File: src/rtl/polar_encoder_if.sv
// Handshake and data bundle between a frame source/sink and polar_encoder.
// Zero latency (wires only); in_valid/in_ready on input, out_valid/out_ready on output.
// Backpressure: in_ready and out_ready throttle each direction independently.
interface polar_encoder_if #(
    parameter int N = 8
);
    logic         start;
    logic [N-1:0] frozen_mask;
    logic         in_bit;
    logic         in_valid;
    logic         in_ready;
    logic [N-1:0] cw;
    logic         out_valid;
    logic         out_ready;
    logic         busy;

    modport master (
        output start, frozen_mask, in_bit, in_valid, out_ready,
        input  in_ready, cw, out_valid, busy
    );

    modport slave (
        input  start, frozen_mask, in_bit, in_valid, out_ready,
        output in_ready, cw, out_valid, busy
    );
endinterface

File: src/rtl/polar_encoder.sv
// Polar encoder x = u*F^(xn), natural order; POLAR_ENC_SYSTEMATIC_EN adds a mask + second pass.
// Latency: last info bit to out_valid is LOG_N+1 cycles (2*LOG_N+2 when systematic).
// Backpressure: in_valid low stalls the load pointer; cw/out_valid hold until out_ready.
module polar_encoder #(
    parameter int N = 8
) (
    input logic            clk,
    input logic            rst,
    polar_encoder_if.slave bus
);
    localparam int LOG_N = $clog2(N);
    localparam logic [LOG_N-1:0] P_LAST = LOG_N'(N - 1);
    localparam logic [LOG_N-1:0] S_LAST = LOG_N'(LOG_N - 1);

    typedef enum logic [2:0] {
        ST_IDLE,
        ST_LOAD,
        ST_ENC,
`ifdef POLAR_ENC_SYSTEMATIC_EN
        ST_MASK,
        ST_ENC2,
`endif
        ST_OUT
    } state_t;

    state_t           state_q, state_d;
    logic [N-1:0]     u_q, u_stage, u_rev;
    logic [N-1:0]     mask_q, mask_pos;
    logic [N-1:0]     cw_q;
    logic [LOG_N-1:0] p_q, s_q;
    logic             out_valid_q;
    logic             cur_frozen, load_adv, p_last, s_last;

    // Bit i of a stage-k mask is set where index i has bit k clear (upper butterfly leg).
    function automatic logic [N-1:0] lo_mask(input int k);
        logic [N-1:0] m;
        m = '0;
        for (int i = 0; i < N; i++) m[i] = ~i[k];
        return m;
    endfunction

    // Internal vectors are indexed by position; the bus carries position 0 at the MSB.
    always_comb begin
        mask_pos = '0;
        u_rev    = '0;
        for (int i = 0; i < N; i++) begin
            mask_pos[i]  = bus.frozen_mask[N-1-i];
            u_rev[N-1-i] = u_q[i];
        end
    end

    always_comb begin
        u_stage = u_q;
        for (int k = 0; k < LOG_N; k++)
            if (int'(s_q) == k) u_stage = u_q ^ ((u_q >> (1 << k)) & lo_mask(k));
    end

    always_ff @(posedge clk or posedge rst) begin
        if (rst) state_q <= ST_IDLE;
        else     state_q <= state_d;
    end

    always_comb begin
        state_d = state_q;
        case (state_q)
            ST_IDLE: if (bus.start) state_d = ST_LOAD;
            ST_LOAD: if (load_adv && p_last) state_d = ST_ENC;
`ifdef POLAR_ENC_SYSTEMATIC_EN
            ST_ENC:  if (s_last) state_d = ST_MASK;
            ST_MASK: state_d = ST_ENC2;
            ST_ENC2: if (s_last) state_d = ST_OUT;
`else
            ST_ENC:  if (s_last) state_d = ST_OUT;
`endif
            ST_OUT:  if (out_valid_q && bus.out_ready) state_d = ST_IDLE;
            default: state_d = ST_IDLE;
        endcase
    end

    always_comb begin
        cur_frozen    = mask_q[p_q];
        p_last        = (p_q == P_LAST);
        s_last        = (s_q == S_LAST);
        load_adv      = (state_q == ST_LOAD) && (cur_frozen || bus.in_valid);
        bus.in_ready  = (state_q == ST_LOAD) && !cur_frozen;
        bus.busy      = (state_q != ST_IDLE);
        bus.out_valid = out_valid_q;
        bus.cw        = cw_q;
    end

    always_ff @(posedge clk or posedge rst) begin
        if (rst) begin
            u_q         <= '0;
            mask_q      <= '0;
            p_q         <= '0;
            s_q         <= '0;
            cw_q        <= '0;
            out_valid_q <= 1'b0;
        end else begin
            case (state_q)
                ST_IDLE: if (bus.start) begin
                    mask_q <= mask_pos;
                    u_q    <= '0;
                    p_q    <= '0;
                end
                ST_LOAD: begin
                    s_q <= '0;
                    if (load_adv) begin
                        u_q[p_q] <= bus.in_bit & ~cur_frozen;
                        p_q      <= p_q + 1'b1;
                    end
                end
                ST_ENC: begin
                    u_q <= u_stage;
                    s_q <= s_last ? '0 : s_q + 1'b1;
                end
`ifdef POLAR_ENC_SYSTEMATIC_EN
                ST_MASK: u_q <= u_q & ~mask_q;
                ST_ENC2: begin
                    u_q <= u_stage;
                    s_q <= s_last ? '0 : s_q + 1'b1;
                end
`endif
                // First OUT cycle registers the codeword; later cycles wait for the sink.
                ST_OUT: begin
                    if (!out_valid_q) begin
                        cw_q        <= u_rev;
                        out_valid_q <= 1'b1;
                    end else if (bus.out_ready) begin
                        out_valid_q <= 1'b0;
                    end
                end
                default: ;
            endcase
        end
    end
endmodule

File: src/flat_wrapper.sv
// flat-port wrapper written by rule: the top's interface ports become plain ports
module polar_encoder_flat 
#(
    parameter int N = 8
)
  (clk, rst, bus_start, bus_frozen_mask, bus_in_bit, bus_in_valid, bus_out_ready, bus_in_ready, bus_cw, bus_out_valid, bus_busy);
  polar_encoder_if #(.N(N)) bus_i ();
  input logic clk;
  input logic rst;
  input wire logic [$bits(bus_i.start)-1:0] bus_start;
  input wire logic [$bits(bus_i.frozen_mask)-1:0] bus_frozen_mask;
  input wire logic [$bits(bus_i.in_bit)-1:0] bus_in_bit;
  input wire logic [$bits(bus_i.in_valid)-1:0] bus_in_valid;
  input wire logic [$bits(bus_i.out_ready)-1:0] bus_out_ready;
  output wire logic [$bits(bus_i.in_ready)-1:0] bus_in_ready;
  output wire logic [$bits(bus_i.cw)-1:0] bus_cw;
  output wire logic [$bits(bus_i.out_valid)-1:0] bus_out_valid;
  output wire logic [$bits(bus_i.busy)-1:0] bus_busy;
  assign bus_i.start = bus_start;
  assign bus_i.frozen_mask = bus_frozen_mask;
  assign bus_i.in_bit = bus_in_bit;
  assign bus_i.in_valid = bus_in_valid;
  assign bus_i.out_ready = bus_out_ready;
  assign bus_in_ready = bus_i.in_ready;
  assign bus_cw = bus_i.cw;
  assign bus_out_valid = bus_i.out_valid;
  assign bus_busy = bus_i.busy;
  polar_encoder #(.N(N)) u_core (.clk(clk), .rst(rst), .bus(bus_i));
endmodule
File: config.mk
export PLATFORM = sky130hd
export DESIGN_NAME = polar_encoder_flat
export DESIGN_NICKNAME = d
export VERILOG_FILES = /design/src/rtl/polar_encoder_if.sv /design/src/rtl/polar_encoder.sv /design/src/flat_wrapper.sv
export SDC_FILE = /design/constraint.sdc
export NUM_CORES = 1
export LEC_CHECK = 0
export BUFFER_PORTS_ARGS = -buffer_cell sky130_fd_sc_hd__buf_2
export CAP_MARGIN = 20
export CORE_UTILIZATION = 33
export DETAILED_ROUTE_END_ITERATION = 7
export HOLD_SLACK_MARGIN = 0.02
export PLACE_DENSITY = 0.57
export REMOVE_ABC_BUFFERS = 1
export SETUP_SLACK_MARGIN = 0.4
export SLEW_MARGIN = 20
export SYNTH_ARGS = -nofsm -noshare
export SYNTH_HDL_FRONTEND = slang
export SYNTH_SLANG_ARGS = --single-unit
File: constraint.sdc
create_clock -name clk -period 2 [get_ports clk]
set_clock_uncertainty 0.1 [all_clocks]
set_input_delay 0.2 -clock clk [delete_from_list [all_inputs] [get_ports clk]]
set_output_delay 0.2 -clock clk [all_outputs]
set_load 0.01 [all_outputs]
## Yosys cells after proc, flatten, opt, wreduce, memory -nomap -nowiden

Cells that the tools add are included.

- Equal/unequal tests: 13
- Bitwise logic cells: 6
- Multiplexer cells: 23
- $lt $le $gt $ge: 2
- Reduce and logical (&&, ||, !) cells: 18
- $add $sub $neg: 2

Operators with widths:

| operator | number |
|---|---|
| 8-bit two-way mux | 5 |
| 8-bit one-hot mux with 3 select lines | 1 |
| 3-bit two-way mux | 7 |
| 3-bit by 2-bit == test with 1-bit output, second input constant | 4 |
| 3-bit one-hot mux with 2 select lines | 2 |
| 3-bit one-hot mux with 4 select lines | 1 |
| 8-bit bitwise mux | 1 |
| 2-bit by 1-bit inequality test with 1-bit output, second input constant | 4 |
| 4-bit AND reduction | 2 |
| 8-bit by 4-bit bitwise XOR with 8-bit output | 1 |
| 8-bit by 6-bit bitwise XOR with 8-bit output | 1 |
| 8-bit by 7-bit bitwise XOR with 8-bit output | 1 |
| 3-bit by 1-bit adder with 3-bit output, second input constant | 2 |
| 3-bit == test, second input constant | 2 |
| 3-bit zero test | 2 |
| 3-bit nonzero test | 2 |
| 1-bit logical AND | 5 |
| 3-bit by 4-bit less-than comparator with 1-bit output, second input constant | 1 |
| 1-bit two-way mux | 4 |
| 4-bit by 1-bit inequality test with 1-bit output, second input constant | 1 |
| 2-bit AND reduction | 2 |
| 2-bit nonzero test | 2 |
| 1-bit binary-select mux with 3-bit select | 1 |
| 1-bit demux with 3-bit select | 1 |
| other kinds (8) | 9 |

- Output and inout bits: 11
- Register bits after elaboration: 34
- Bits of input ports: 14
- Logic and storage cells: 71

## Logic depth before layout (Yosys ltp)

- Word-level depth: 7
- Gate-level depth with buffers: 8
- Gate-level depth less buffers: 7

## Least setup slack after synthesis

OpenSTA, ideal clock, no wires.

- Path type: register to register
- Start: register u_core.p_q[0]
- End: register u_core.u_q[7]
- Arrival: 1,926 ps
- Path slack: -118 ps
- Library setup time: 92 ps
- Stages on the path, launching flop included: 6
- Required time: 1,808 ps
- Buffers on the path: 0
- Clock period less this slack: 2,118 ps
- Path through: dfrtp_1 -> mux2_1 -> a22o_1 -> or2_4 -> or4_4 -> o31ai_2

- Longest elaborated chain between the ends: 7
- Elaborated cells between the ends (all ways): 16
- Those cells by class: 2 x order compare; 1 x eq/ne; 7 x mux; 2 x bitwise; 4 x reduce/logical

RTL lines:

| what | line | text |
|---|---|---|
| start: declaration | polar_encoder.sv:30 | `logic [LOG_N-1:0] p_q, s_q;` |
| start signal: assignment | polar_encoder.sv:110 | `p_q <= p_q + 1'b1;` |
| 3-bit by 4-bit less-than comparator with 1-bit output (implied by the code) (tied with other cells) | polar_encoder.sv:109 | `u_q[p_q] <= bus.in_bit & ~cur_frozen;` |
| 1-bit logical AND (implied by the code) or 1-bit two-way mux (tied branches) | polar_encoder.sv:109, polar_encoder.sv:81 |  |
| 1-bit two-way mux (implied by the code) or 1-bit inverter (tied branches) | polar_encoder.sv:109 |  |
| 1-bit demux with 3-bit select or 1-bit AND (tied branches) | n/a |  |
| 8-bit bitwise mux | polar_encoder.sv:109 |  |
| 8-bit two-way mux | polar_encoder.sv:108 | `if (load_adv) begin` |
| 8-bit one-hot mux with 3 select lines | polar_encoder.sv:100 | `case (state_q)` |
| end signal: indexed assignment | polar_encoder.sv:109 |  |
| end signal: assignment | polar_encoder.sv:114 | `u_q <= u_stage;` |
| end: declaration | polar_encoder.sv:27 | `logic [N-1:0] u_q, u_stage, u_rev;` |

Several ways; a longest one is shown, not always the timed one. The select of a mux whose other input is x is not followed.
A chain may end at the register's enable or synchronous reset.

## Worst setup path in the final report

Same ends and word-level chain as after synthesis.

==> metrics.txt <==
die area 0.00649 mm²; Starting DRT DRC Count 73; WP data required 2050 ps; hold path endpoint u_core.mask_q[2]; outcome complete, but fails checks; Starting Density 0.342; final instance area 0.00283 mm²; Crit path arrival time 2120 ps; Synth top area share 0.405; post-synthesis mux area share 0.139; power density cells 1490 mW/mm²; Synth Area in Simple Gates 0.156; first-pass GRT wire length 8960 µm; ys flop type dfrtp_1; DRT antenna net count 0; Final Cycle Share 1.03; # placed instances 328; Critical Path Start Type flip-flop; CTS tree built; Compound-Gate Fraction of Synth Area 0.205; die width 80.6 µm; grt total ovfl 0; Slew @ Worst Pin 442 ps; core region area 0.00596 mm²; YS warnings 0; post-route insts no fill 345; max-slew violations 0; top cells by area, synth dfrtp_1 (41%), mux2_2 (9.9%), o21ai_0 (3.9%); Synth top cells by count dfrtp_1 (33), mux2_2 (18), o21ai_0 (16), nand2_1 (13), inv_1 (10); Static Leak 1.32 nW; net count reported at finish 289; worst r2r src u_core.p_q[0]; Worst-path clk slew 70 ps; Port-buffer cells 24; final hold vios 0; unrepaired setup endpoints after global routing true; GRT Util Overall 0.182; Residual DRC 0; Setup-failing EPs final 7; Slew Limit Headroom 0.705; Peak VDD IR 0.679 mV; number of synthesized flops with an enable pin 0; H-tree Lvls 2; TritonCTS Sinks 33; fin worst setup slack -68.9 ps; layout cell share with drive strength beyond 1 0.463; Yosys cell types 48; #FFs+latches synth 33; initial antenna violation count 0; minimum clock period 2070 ps; vias in the first global route 1,863; dpl cell area 0.00246 mm²; adder-cell share of the synthesized area 0.0368; Hold WS 43.5 ps; Setup WS pre-CTS -130 ps; WHS Path Cells 2; R2R cell count 7; most frequent cell after synthesis dfrtp_1; Die Span Y 80.6 µm; largest net degree at the start of global routing 34; Top Ports 25; HP Start bus_frozen_mask[5]; Mapped Cells 207; XOR/XNOR Fraction of Synth Area 0.0129; post-synth top area cell dfrtp_1; Hold/Removal Path Class in2reg; maxcap violations 0; GPL Wtd Cong 0.963; final WL 5410 µm; crit end category flip-flop; fmax 483 MHz; Wirelength per Cell 15.7 µm; n_diodes 0; Core Rows 28; Vias per Instance 5.34; largest family of logic cells by synthesized area compound AO/OA/AOI/OAI gates; Clk Latency, worst-skew pair 280 ps; syn avg cell area 9.85 µm²; Pre-antenna DRT Iters 4; FF-to-FF End u_core.u_q[7]; Root Buffer clkbuf_8; Vias 1,841; crit-path max FO 8; critical path class reg2reg; DP Wirelength 3860 µm; Max Root-Sink Buffers 2; Layout area overhead 38.9%; R2R Setup Slk -70 ps; cts bufs inserted 5; Netlist Area Pre-Place 0.00204 mm²; register area share after synthesis 0.405; Async S/R FF share, synth 1.00; failing checks negative setup slack
## cell type report
type / instances / area (µm²)
clock buffers: 6 / 72.6
fillers: 582 / 3130
flip-flops and latches: 33 / 828
inverters: 11 / 46.3
repair buffers: 67 / 484
well taps: 75 / 93.8
multi-input cells: 151 / 1290
clock inverters: 2 / 10.0
## layer usage
metal | up-vias | GRT usage | part of all wire
met5 | - | 0 | 0
met4 | 0 | 0.0464 | 0.012
met3 | 9 | 0.0398 | 0.030
met2 | 42 | 0.308 | 0.48
met1 | 896 | 0.232 | 0.47
li1 | 894 | - | -
## flip-flops by register name, indices dropped and copies added, names as in the netlist
register              cells
u_core.u_q                8
u_core.s_q                3
u_core.bus.out_valid      1
u_core.state_q            2
u_core.bus.cw             8
u_core.mask_q             8
u_core.p_q                3
## per-stage QoR
stage	total power, mW	setup TNS (ps)	utilization
global route	4.54	-1300	0.475
global placement	3.12	-359	0.413
CTS	3.92	-341	0.448
floorplan	2.25	-5100	-
finish	4.23	-227	0.475
detailed placement	3.16	-749	0.413
## how the worst max path moves through the flow
stage	slack [ps]	cells after the start	endpoint	start
2_1_floorplan	-440	5	u_core.p_q[0]	u_core.p_q[0]
3_3_place_gp	-100	5	u_core.u_q[7]	u_core.p_q[0]
3_5_place_dp	-130	5	u_core.u_q[7]	u_core.p_q[0]
4_1_cts	-70	5	u_core.u_q[7]	u_core.p_q[0]
5_1_grt	-160	7	u_core.u_q[7]	u_core.p_q[0]
6_report	-70	7	u_core.u_q[7]	u_core.p_q[0]
## cells by family after synthesis
| logic type | Yosys count |
|---|---|
| multiplexers | 26 |
| XOR/XNOR | 3 |
| flip-flops | 33 |
| AND/OR/NAND/NOR | 56 |
| adder cells (fa/ha/maj) | 6 |
| AO/OA/AOI/OAI | 60 |
| buffers and inverters | 23 |
## repair_timing
item / CTS / global route
pin swaps: 11 / 5
gates resized for setup: 25 / 27
hold buffers: 1 / 0
endpoints found under the setup margin: 31 / 32
gates cloned: 0 / 1
endpoints found under the hold margin: 33 / 0
setup buffers: 2 / 5
## critical path: stages, from the launching register on
cell and delay, ps:
dfrtp_1 420, mux2_4 320, a22o_1 240, o41ai_2 270, buf_4 230, or2_4 190
buf_6 120, o31ai_2 50
## placed cells by master, fill, tap and decap left out, drive strengths merged, types with 2 or more instances in the layout
| cell | n |
|---|---|
| o31a | 2 |
| mux2i | 7 |
| o41ai | 6 |
| nor2b | 4 |
| a22o | 3 |
| or3 | 2 |
| nand3 | 6 |
| and3b | 2 |
| nor2 | 6 |
| nand2 | 13 |
| nor3b | 5 |
| o21a | 4 |
| dfrtp | 33 |
| xnor2 | 2 |
| clkinv | 3 |
| mux2 | 19 |
| inv | 10 |
| nand2b | 7 |
| o21ai | 17 |
| a21oi | 7 |
| o22ai | 3 |
| clkbuf | 6 |
| o31ai | 8 |
| or2 | 2 |
| ha | 6 |
| buf | 66 |
| nor4 | 4 |
| a211oi | 3 |
## power by group
group          internal [mW]  leakage (nW)  switching, mW
Sequential             0.883         0.428          0.210
Combinational           1.37         0.845           1.27
Clock                  0.241        0.0450          0.254
Note: power is estimated with default switching activity, not from simulation.
